[src/rtl/mac_ls_pkg.sv]
// Shared types and sizing for the low-power block accumulator behind the dual multiply-add stage.
// No logic here; the accumulator width helper keeps the "cannot overflow" sizing in one place.
package mac_ls_pkg;

    localparam int MAC_DIN_W = 9;
    localparam int MAC_LOG2N = 3;

    typedef enum logic {
        IDLE = 1'b0,
        ACC  = 1'b1
    } acc_state_t;

    // Sum of 2^log2n samples of din_w bits needs exactly log2n extra bits.
    function automatic int acc_width(input int din_w, input int log2n);
        return din_w + log2n;
    endfunction

endpackage

[src/rtl/acc_out_slot.sv]
// Single-entry valid/ready holding register: load writes when empty or draining this cycle.
// Zero latency load->valid at the edge; a load against a stalled full slot is dropped and flagged by drop.
module acc_out_slot #(
    parameter int W = 12
) (
    input  logic         clk,
    input  logic         rstn,
    input  logic         load,
    input  logic [W-1:0] data,
    input  logic         ready,
    output logic         valid,
    output logic [W-1:0] dout,
    output logic         drop
);

    logic         valid_q;
    logic [W-1:0] dout_q;
    logic         can_load;

    assign can_load = !valid_q || ready;
    // Combinational so the parent can register overrun on the same edge as the drop.
    assign drop     = load && !can_load;

    always_ff @(posedge clk or negedge rstn) begin
        if (!rstn) begin
            valid_q <= 1'b0;
            dout_q  <= '0;
        end else if (load && can_load) begin
            valid_q <= 1'b1;
            dout_q  <= data;
        end else if (valid_q && ready) begin
            valid_q <= 1'b0;
        end
    end

    assign valid = valid_q;
    assign dout  = dout_q;

endmodule

[src/rtl/mac_accum_ls.sv]
// Accumulates blocks of 2^LOG2N unsigned samples; result valid at the edge taking the last sample.
// Input has no back-pressure; a completion against a stalled output slot is dropped and sets sticky overrun.
module mac_accum_ls
    import mac_ls_pkg::*;
#(
    parameter int DIN_W = MAC_DIN_W,
    parameter int LOG2N = MAC_LOG2N,
    localparam int ACC_W = acc_width(DIN_W, LOG2N)
) (
    input  logic             clk,
    input  logic             rstn,
    input  logic             din_en,
    input  logic [DIN_W-1:0] din,
    input  logic             clr,
    output logic             dout_valid,
    input  logic             dout_ready,
    output logic [ACC_W-1:0] dout_sum,
    output logic [DIN_W-1:0] dout_avg,
    output logic             overrun,
    output logic             busy
);

    acc_state_t       state_q;
    logic [LOG2N-1:0] cnt_q;
    logic [ACC_W-1:0] acc_q;
    logic             busy_q;
    logic             overrun_q;

    logic [ACC_W-1:0] din_ext;
    logic [ACC_W-1:0] res_d;
    logic             take;
    logic             last;
    logic             complete;
    logic             drop;

    assign din_ext  = {{LOG2N{1'b0}}, din};
    assign res_d    = acc_q + din_ext;
    // clr discards a same-cycle sample, so it can never coincide with a completion.
    assign take     = din_en && !clr;
    assign last     = (cnt_q == {LOG2N{1'b1}});
    assign complete = take && (state_q == ACC) && last;

    always_ff @(posedge clk or negedge rstn) begin
        if (!rstn) begin
            state_q <= IDLE;
            cnt_q   <= '0;
            acc_q   <= '0;
            busy_q  <= 1'b0;
        end else if (clr) begin
            state_q <= IDLE;
            cnt_q   <= '0;
            busy_q  <= 1'b0;
        end else if (din_en) begin
            case (state_q)
                IDLE: begin
                    acc_q   <= din_ext;
                    cnt_q   <= LOG2N'(1);
                    busy_q  <= 1'b1;
                    state_q <= ACC;
                end
                ACC: begin
                    if (last) begin
                        // acc is left as is; the next block's first sample reloads it.
                        cnt_q   <= '0;
                        busy_q  <= 1'b0;
                        state_q <= IDLE;
                    end else begin
                        acc_q  <= res_d;
                        cnt_q  <= cnt_q + LOG2N'(1);
                        busy_q <= 1'b1;
                    end
                end
                default: begin
                    cnt_q   <= '0;
                    busy_q  <= 1'b0;
                    state_q <= IDLE;
                end
            endcase
        end
    end

    always_ff @(posedge clk or negedge rstn) begin
        if (!rstn) begin
            overrun_q <= 1'b0;
        end else if (clr) begin
            overrun_q <= 1'b0;
        end else if (drop) begin
            overrun_q <= 1'b1;
        end
    end

    acc_out_slot #(
        .W(ACC_W)
    ) u_slot (
        .clk   (clk),
        .rstn  (rstn),
        .load  (complete),
        .data  (res_d),
        .ready (dout_ready),
        .valid (dout_valid),
        .dout  (dout_sum),
        .drop  (drop)
    );

    assign dout_avg = dout_sum[ACC_W-1:LOG2N];
    assign overrun  = overrun_q;
    assign busy     = busy_q;

endmodule
[config.mk]
export PLATFORM = sky130hd
export DESIGN_NAME = mac_accum_ls
export DESIGN_NICKNAME = d
export VERILOG_FILES = /design/src/rtl/mac_ls_pkg.sv /design/src/rtl/acc_out_slot.sv /design/src/rtl/mac_accum_ls.sv
export SDC_FILE = /design/constraint.sdc
export NUM_CORES = 1
export LEC_CHECK = 0
export CAP_MARGIN = 20
export CELL_PAD_IN_SITES_DETAIL_PLACEMENT = 1
export CELL_PAD_IN_SITES_GLOBAL_PLACEMENT = 1
export CORE_ASPECT_RATIO = 0.75
export CORE_UTILIZATION = 30
export CTS_CLUSTER_DIAMETER = 30
export CTS_CLUSTER_SIZE = 12
export DETAILED_ROUTE_END_ITERATION = 6
export PLACE_DENSITY = 0.77
export SLEW_MARGIN = 10
export SYNTH_ARGS = -nofsm -noshare
export SYNTH_HDL_FRONTEND = slang
export SYNTH_SLANG_ARGS = --single-unit
[constraint.sdc]
create_clock -name clk -period 4.2 [get_ports clk]
set_input_delay 0.84 -clock clk [delete_from_list [all_inputs] [get_ports clk]]
set_output_delay 0.84 -clock clk [all_outputs]
set_load 0.01 [all_outputs]
==> results.toml, run 1 <==
[detailed_routing]
vias_per_cell = 5.127
drcViolationCount = 0
drtPass1Iterations = 4
wire_per_inst_um = 14.39
via_count = 1579
ant_nets = 0
drtIter0Drc = 48
routed_wl_um = 4433

[placement]
gp_congestion = 0.7318
dp_hpwl_um = 3198
post-place-ws_ps = 841.9
portBuffers = 37

[cts]
clk-insertion-delay-late_ps = 290
hold_buffers = 0
cts_setup_buffers = 0
root_buffer = "clkbuf_8"
h-tree-depth = 2
cts_tree = "done"
clockBufferDepth = 2
cts_sinks = 30
cts_buffers = 5
cts_resized = 0
cts.clk_slew.worst_paths_ps = 70

[pwr]
p_sw_uw = 290.3
pwr-share-comb = 0.299
p_leak_nw = 0.9694
total_power_uw = 851.0
power.share.clock = 0.291
p_per_area_nw_per_um2 = 368.5
pwr-share-seq = 0.410
irDropWorstVdd_mv = 0.1232
power.internal_uw = 560.8
swShare = 0.3411

[synthesis]
synth.area.top_cells = "dfrtp_1 41%, ha_1 7.5%, nand2_1 6.7%, a21oi_1 4.3%, buf_4 3.7%"
synthTopCellsByCount = "33 x nand2_1, 30 x dfrtp_1, 16 x a21oi_1, 12 x o21ai_0, 11 x ha_1"
synthCells = 204
synth_nets = 230
ys.flop_type = "dfrtp_1"
ys_ff_latch = 30
synth-edff-count = 0
yosysTopAreaCell = "dfrtp_1"
syn_area_um2 = 1847
synth.most_common_cell = "nand2_1"
avgSynthCellArea_um2 = 9.053
synth_top_area_share = 0.4065
netlist-cell-type-count = 45
yosysSeqAreaShare = 0.4065
yosysWarnings = 0
synthArstFlopShare = 1.000

[floorplanning]
placementRows = 24
die_w_um = 92.60
num_io_pins = 38
start_util = 0.3138
die_h_um = 69.95
dieArea_um2 = 6477
core-area_um2 = 5886

[setup_path]
crit_type = "primary input to flip-flop"
end_kind = "flip-flop"
path_max_fanout = 24
r2r_slack_ps = 1630
rr_worst_depth = 7
cp-start-kind = "primary input"
r2r_end = "u_slot.dout[11]$_DFFE_PN0P_"
crit_required_ps = 4430
r2r_start = "cnt_q[0]$_DFFE_PN0P_"
arrival_ps = 3280

[sta]
maxSlewHeadroom = 0.3866
period_needed_ps = 3048
slew_violations = 0
rsz0062_at_grt = "no"
setup_violations = 0
worstMarginPinSlew_ps = 917.3
fmaxAchievable_mhz = 328.1
finalCritPeriodShare = 0.7258
fin_tns_setup_ps = 0
clock_skew_ps = 6.862
layout_setup_ws_ps = 1152
hold_viol = 0

[worst_hold_path]
min_to = "acc_q[2]$_DFFE_PN0P_"
hold_class = "flip-flop to flip-flop"
min-delay-start = "acc_q[2]$_DFFE_PN0P_"
min_delay_path_depth = 2

[grt]
grt.total_usage = 0.1594
grt_pass1_vias = 1646
grt_pass1_wl_um = 8107
grt_overflow = 0
grt_max_degree = 31
antenna_found_initial = 0

[final_layout]
layout-drive-gt1-share = 0.05652
final_nets = 255
multi_input_area_um2 = 977.2
register_area_um2 = 750.7
fillers = 689
antennaDiodeCount = 0
area_growth_pct = 25.07

[run]
maxCapViolations = 0

[run_status]
status = "finished, final reports clean"
==> layer usage <==
layer  global-route usage  routed length (µm)
met1               0.2280                2362
met2               0.2305                1835
met3              0.03377                 157
met4              0.06771                  78
met5                    0                   0
==> metrics by stage <==
step                cell area (µm²)  utilization  instances  hold slack [ps]
floorplan                      1847            -        204            453.8
global placement               2215       0.3763        300            469.6
detailed placement             2215       0.3763        300            481.0
CTS                            2310       0.3924        308            497.0
global route                   2310       0.3924        308            518.3
finish                         2310       0.3924        308            493.8
==> logic make-up (layout without fill, tap and decap cells) <==
logic type,after synthesis,after routing,share of synthesized area
multiplexers,4,4,0.02168
flip-flops,30,30,0.4065
XOR/XNOR,6,6,0.02846
buffers and inverters,22,48,0.06436
AND/OR/NAND/NOR,70,70,0.1890
AO/OA/AOI/OAI,60,60,0.2046
adder cells (fa/ha/maj),12,12,0.08537
==> cell type report <==
type / count / share of cell area
multi-input cells: 152 / 0.4231
flip-flops and latches: 30 / 0.3250
repair buffers: 39 / 0.1668
well taps: 78 / 0.04225
clock buffers: 6 / 0.03575
clock inverters: 2 / 0.005417
inverters: 1 / 0.001625
==> sequential cells by signal (all words and copies together), names as in the netlist <==
| register | cells |
|---|---|
| u_slot.dout | 12 |
| busy | 1 |
| u_slot.valid | 1 |
| overrun | 1 |
| acc_q | 12 |
| cnt_q | 3 |
==> power groups by stage <==
stage / combinational [mW] / clock [mW] / sequential [mW]
floorplan: 0.194 / 0 / 0.343
global placement: 0.251 / 0 / 0.351
detailed placement: 0.256 / 0 / 0.354
CTS: 0.258 / 0.257 / 0.348
global route: 0.294 / 0.269 / 0.355
finish: 0.255 / 0.248 / 0.349
==> worst max path at each step <==
stage	start	depth (start not counted)	endpoint
after floorplan	din[0]	7	u_slot.dout[10]$_DFFE_PN0P_
after detailed placement	din_en	6	u_slot.dout[11]$_DFFE_PN0P_
after global placement	din_en	6	u_slot.dout[11]$_DFFE_PN0P_
after global routing	din_en	6	u_slot.dout[11]$_DFFE_PN0P_
final	din_en	6	u_slot.dout[11]$_DFFE_PN0P_
after CTS	din_en	6	u_slot.dout[11]$_DFFE_PN0P_
==> layout by cell type (no fill, tap or decap), types with 4 or more instances in the layout <==
cell	Yosys	routed
nor3b_1	8	8
o21ai_1	7	7
nand2_1	33	33
dfrtp_1	30	30
nor2_1	7	7
clkdlybuf4s50_1	0	37
ha_1	11	11
a21oi_1	16	16
nand2b_1	4	4
xnor2_1	4	4
clkbuf_8	0	6
nand3_1	6	6
o21ai_0	12	12
o211ai_1	7	7
mux2i_1	4	4
==> worst max-delay path, stage by stage <==
cell and delay [ps]:
clkdlybuf4s50_1 650, nand3_1 190, or3_1 720, or3_2 570
o2111a_1 240, nand2_1 50
No activity file was read; power rests on OpenSTA's default activity.
==> run 2, diff against run 1 <==
- PLACE_DENSITY: 0.77 -> 0.79
- clock period: 4.2 -> 2.8 ns (I/O delays scaled with it)
==> run 2 against run 1 <==
First-iteration DRC count fell by 21%. Via count is 2.8% higher. Clock power up 76%. Die area unchanged. Routed wire length is 7.7% higher. Combinational power is 80% higher. Clock-buffer cell count is 1 lower. Worst setup slack got worse by 960 ps. Flip-flop and latch count stayed put. Cell area grew 7.1%. Core utilization is 2.8 points higher. Critical path type unchanged.
==> results.toml, run 2 (synthesis results as in run 1) <==
[run_status]
status = "finished, final reports clean"

[sta]
hold-worst-slack_ps = 493.2
rsz0062_at_grt = "no"
finalCritPeriodShare = 0.9311
clock_skew_ps = 8.786
hold_viol = 0
setup_violations = 0
maxSlewHeadroom = 0.7074
slew_violations = 0
fmaxAchievable_mhz = 383.6
period_needed_ps = 2607
layout_setup_ws_ps = 193.0
worstMarginPinSlew_ps = 434.4

[floorplanning]
num_io_pins = 38
die_w_um = 92.60
die_h_um = 69.95
start_util = 0.3138
placementRows = 24
dieArea_um2 = 6477
core-area_um2 = 5886

[cts]
hold_buffers = 0
cts_buffers = 5
root_buffer = "clkbuf_8"
cts_sinks = 30
cts_setup_buffers = 0
clk-insertion-delay-late_ps = 280
clockBufferDepth = 2
cts.clk_slew.worst_paths_ps = 70
cts_resized = 0
h-tree-depth = 2
cts_tree = "done"

[final_layout]
fin_util = 0.4203
antennaDiodeCount = 0
area_growth_pct = 33.94
mostFrequentLayoutCell = "clkdlybuf4s50_1"
finalInstanceArea_um2 = 2474
mostFrequentLayoutCells = "37 x clkdlybuf4s50_1, 33 x nand2_1, 30 x dfrtp_1"
final_nets = 275
layout-drive-gt1-share = 0.1320

[detailed_routing]
vias_per_cell = 4.948
via_count = 1623
drtPass1Iterations = 4
ant_nets = 0
routed_wl_um = 4775
drtIter0Drc = 38
drcViolationCount = 0
wire_per_inst_um = 14.56

[setup_path]
crit_type = "primary input to flip-flop"
path_max_fanout = 3
end_kind = "flip-flop"
crit_required_ps = 2960
cp-start-kind = "primary input"
arrival_ps = 2770

[grt]
antenna_found_initial = 0
grt_max_degree = 31
grt_overflow = 0
grt.total_usage = 0.1608
grt_pass1_wl_um = 8142
grt_pass1_vias = 1653

[placement]
gp_congestion = 0.7660
dpl-instance-area_um2 = 2365
portBuffers = 37
dp_hpwl_um = 3545
post-place-ws_ps = -79.80

[pwr]
p_per_area_nw_per_um2 = 574.3
irDropWorstVdd_mv = 0.2474
p_leak_nw = 1.075

[run]
maxCapViolations = 0

[worst_hold_path]
hold_class = "flip-flop to flip-flop"
## run 2: cell types whose count changed in the layout (fill, tap and decap cells not counted)
cell and change:
clkbuf_8 -1, buf_4 +20, bufinv_16 +1, clkinv_2 +1
clkinvlp_4 -1
## run 2: final timing paths
path | start | endpoint | slack, ps | cells past startpoint
worst max-delay path | din[0] | u_slot.dout[10]$_DFFE_PN0P_ | 190 | 8
worst min register to register | acc_q[0]$_DFFE_PN0P_ | acc_q[0]$_DFFE_PN0P_ | 490 | 2
min in group asynchronous | rstn | u_slot.valid$_DFFE_PN0P_ | 690 | 2
max in group asynchronous | rstn | u_slot.dout[10]$_DFFE_PN0P_ | 1820 | 2
worst max register to register | acc_q[0]$_DFFE_PN0P_ | u_slot.dout[10]$_DFFE_PN0P_ | 540 | 7
worst min-delay path | acc_q[0]$_DFFE_PN0P_ | acc_q[0]$_DFFE_PN0P_ | 490 | 2
## run 2: final cells by class
type / count / area, µm²
fillers: 699 / 3412
multi-input cells: 152 / 977.2
flip-flops and latches: 30 / 750.7
repair buffers: 59 / 535.5
well taps: 78 / 97.59
clock buffers: 5 / 68.82
clock inverters: 3 / 40.04
inverters: 1 / 3.754
## run 2: critical path, stage by stage
cell	delay, ps
clkdlybuf4s50_1	420
ha_1	240
fa_1	420
a211oi_1	300
o211ai_1	170
a31o_2	280
nor3b_1	140
o31a_1	240
## run 2: routing by layer
| metal | vias up | GRT usage | wire (µm) | share of wire |
|---|---|---|---|---|
| met5 | - | 0 | 0 | 0 |
| met4 | 0 | 0.03646 | 21 | 0.0044 |
| met3 | 2 | 0.04466 | 179 | 0.037 |
| met2 | 28 | 0.2428 | 2135 | 0.45 |
| met1 | 779 | 0.2274 | 2439 | 0.51 |
| li1 | 814 | - | - | - |
## run 2: per-stage QoR
step	cells	total power, mW	TNS, ps
finish	328	1.421	0
global route	328	1.507	0
CTS	328	1.435	0
detailed placement	320	0.9855	-117.5
global placement	320	0.9667	-26.70
floorplan	204	0.8065	0
## run 2: power by group
part	switching, mW	internal (mW)	leakage, nW
sequential	0.0460	0.478	0.398
clock	0.175	0.262	0.0579
combinational	0.243	0.216	0.618
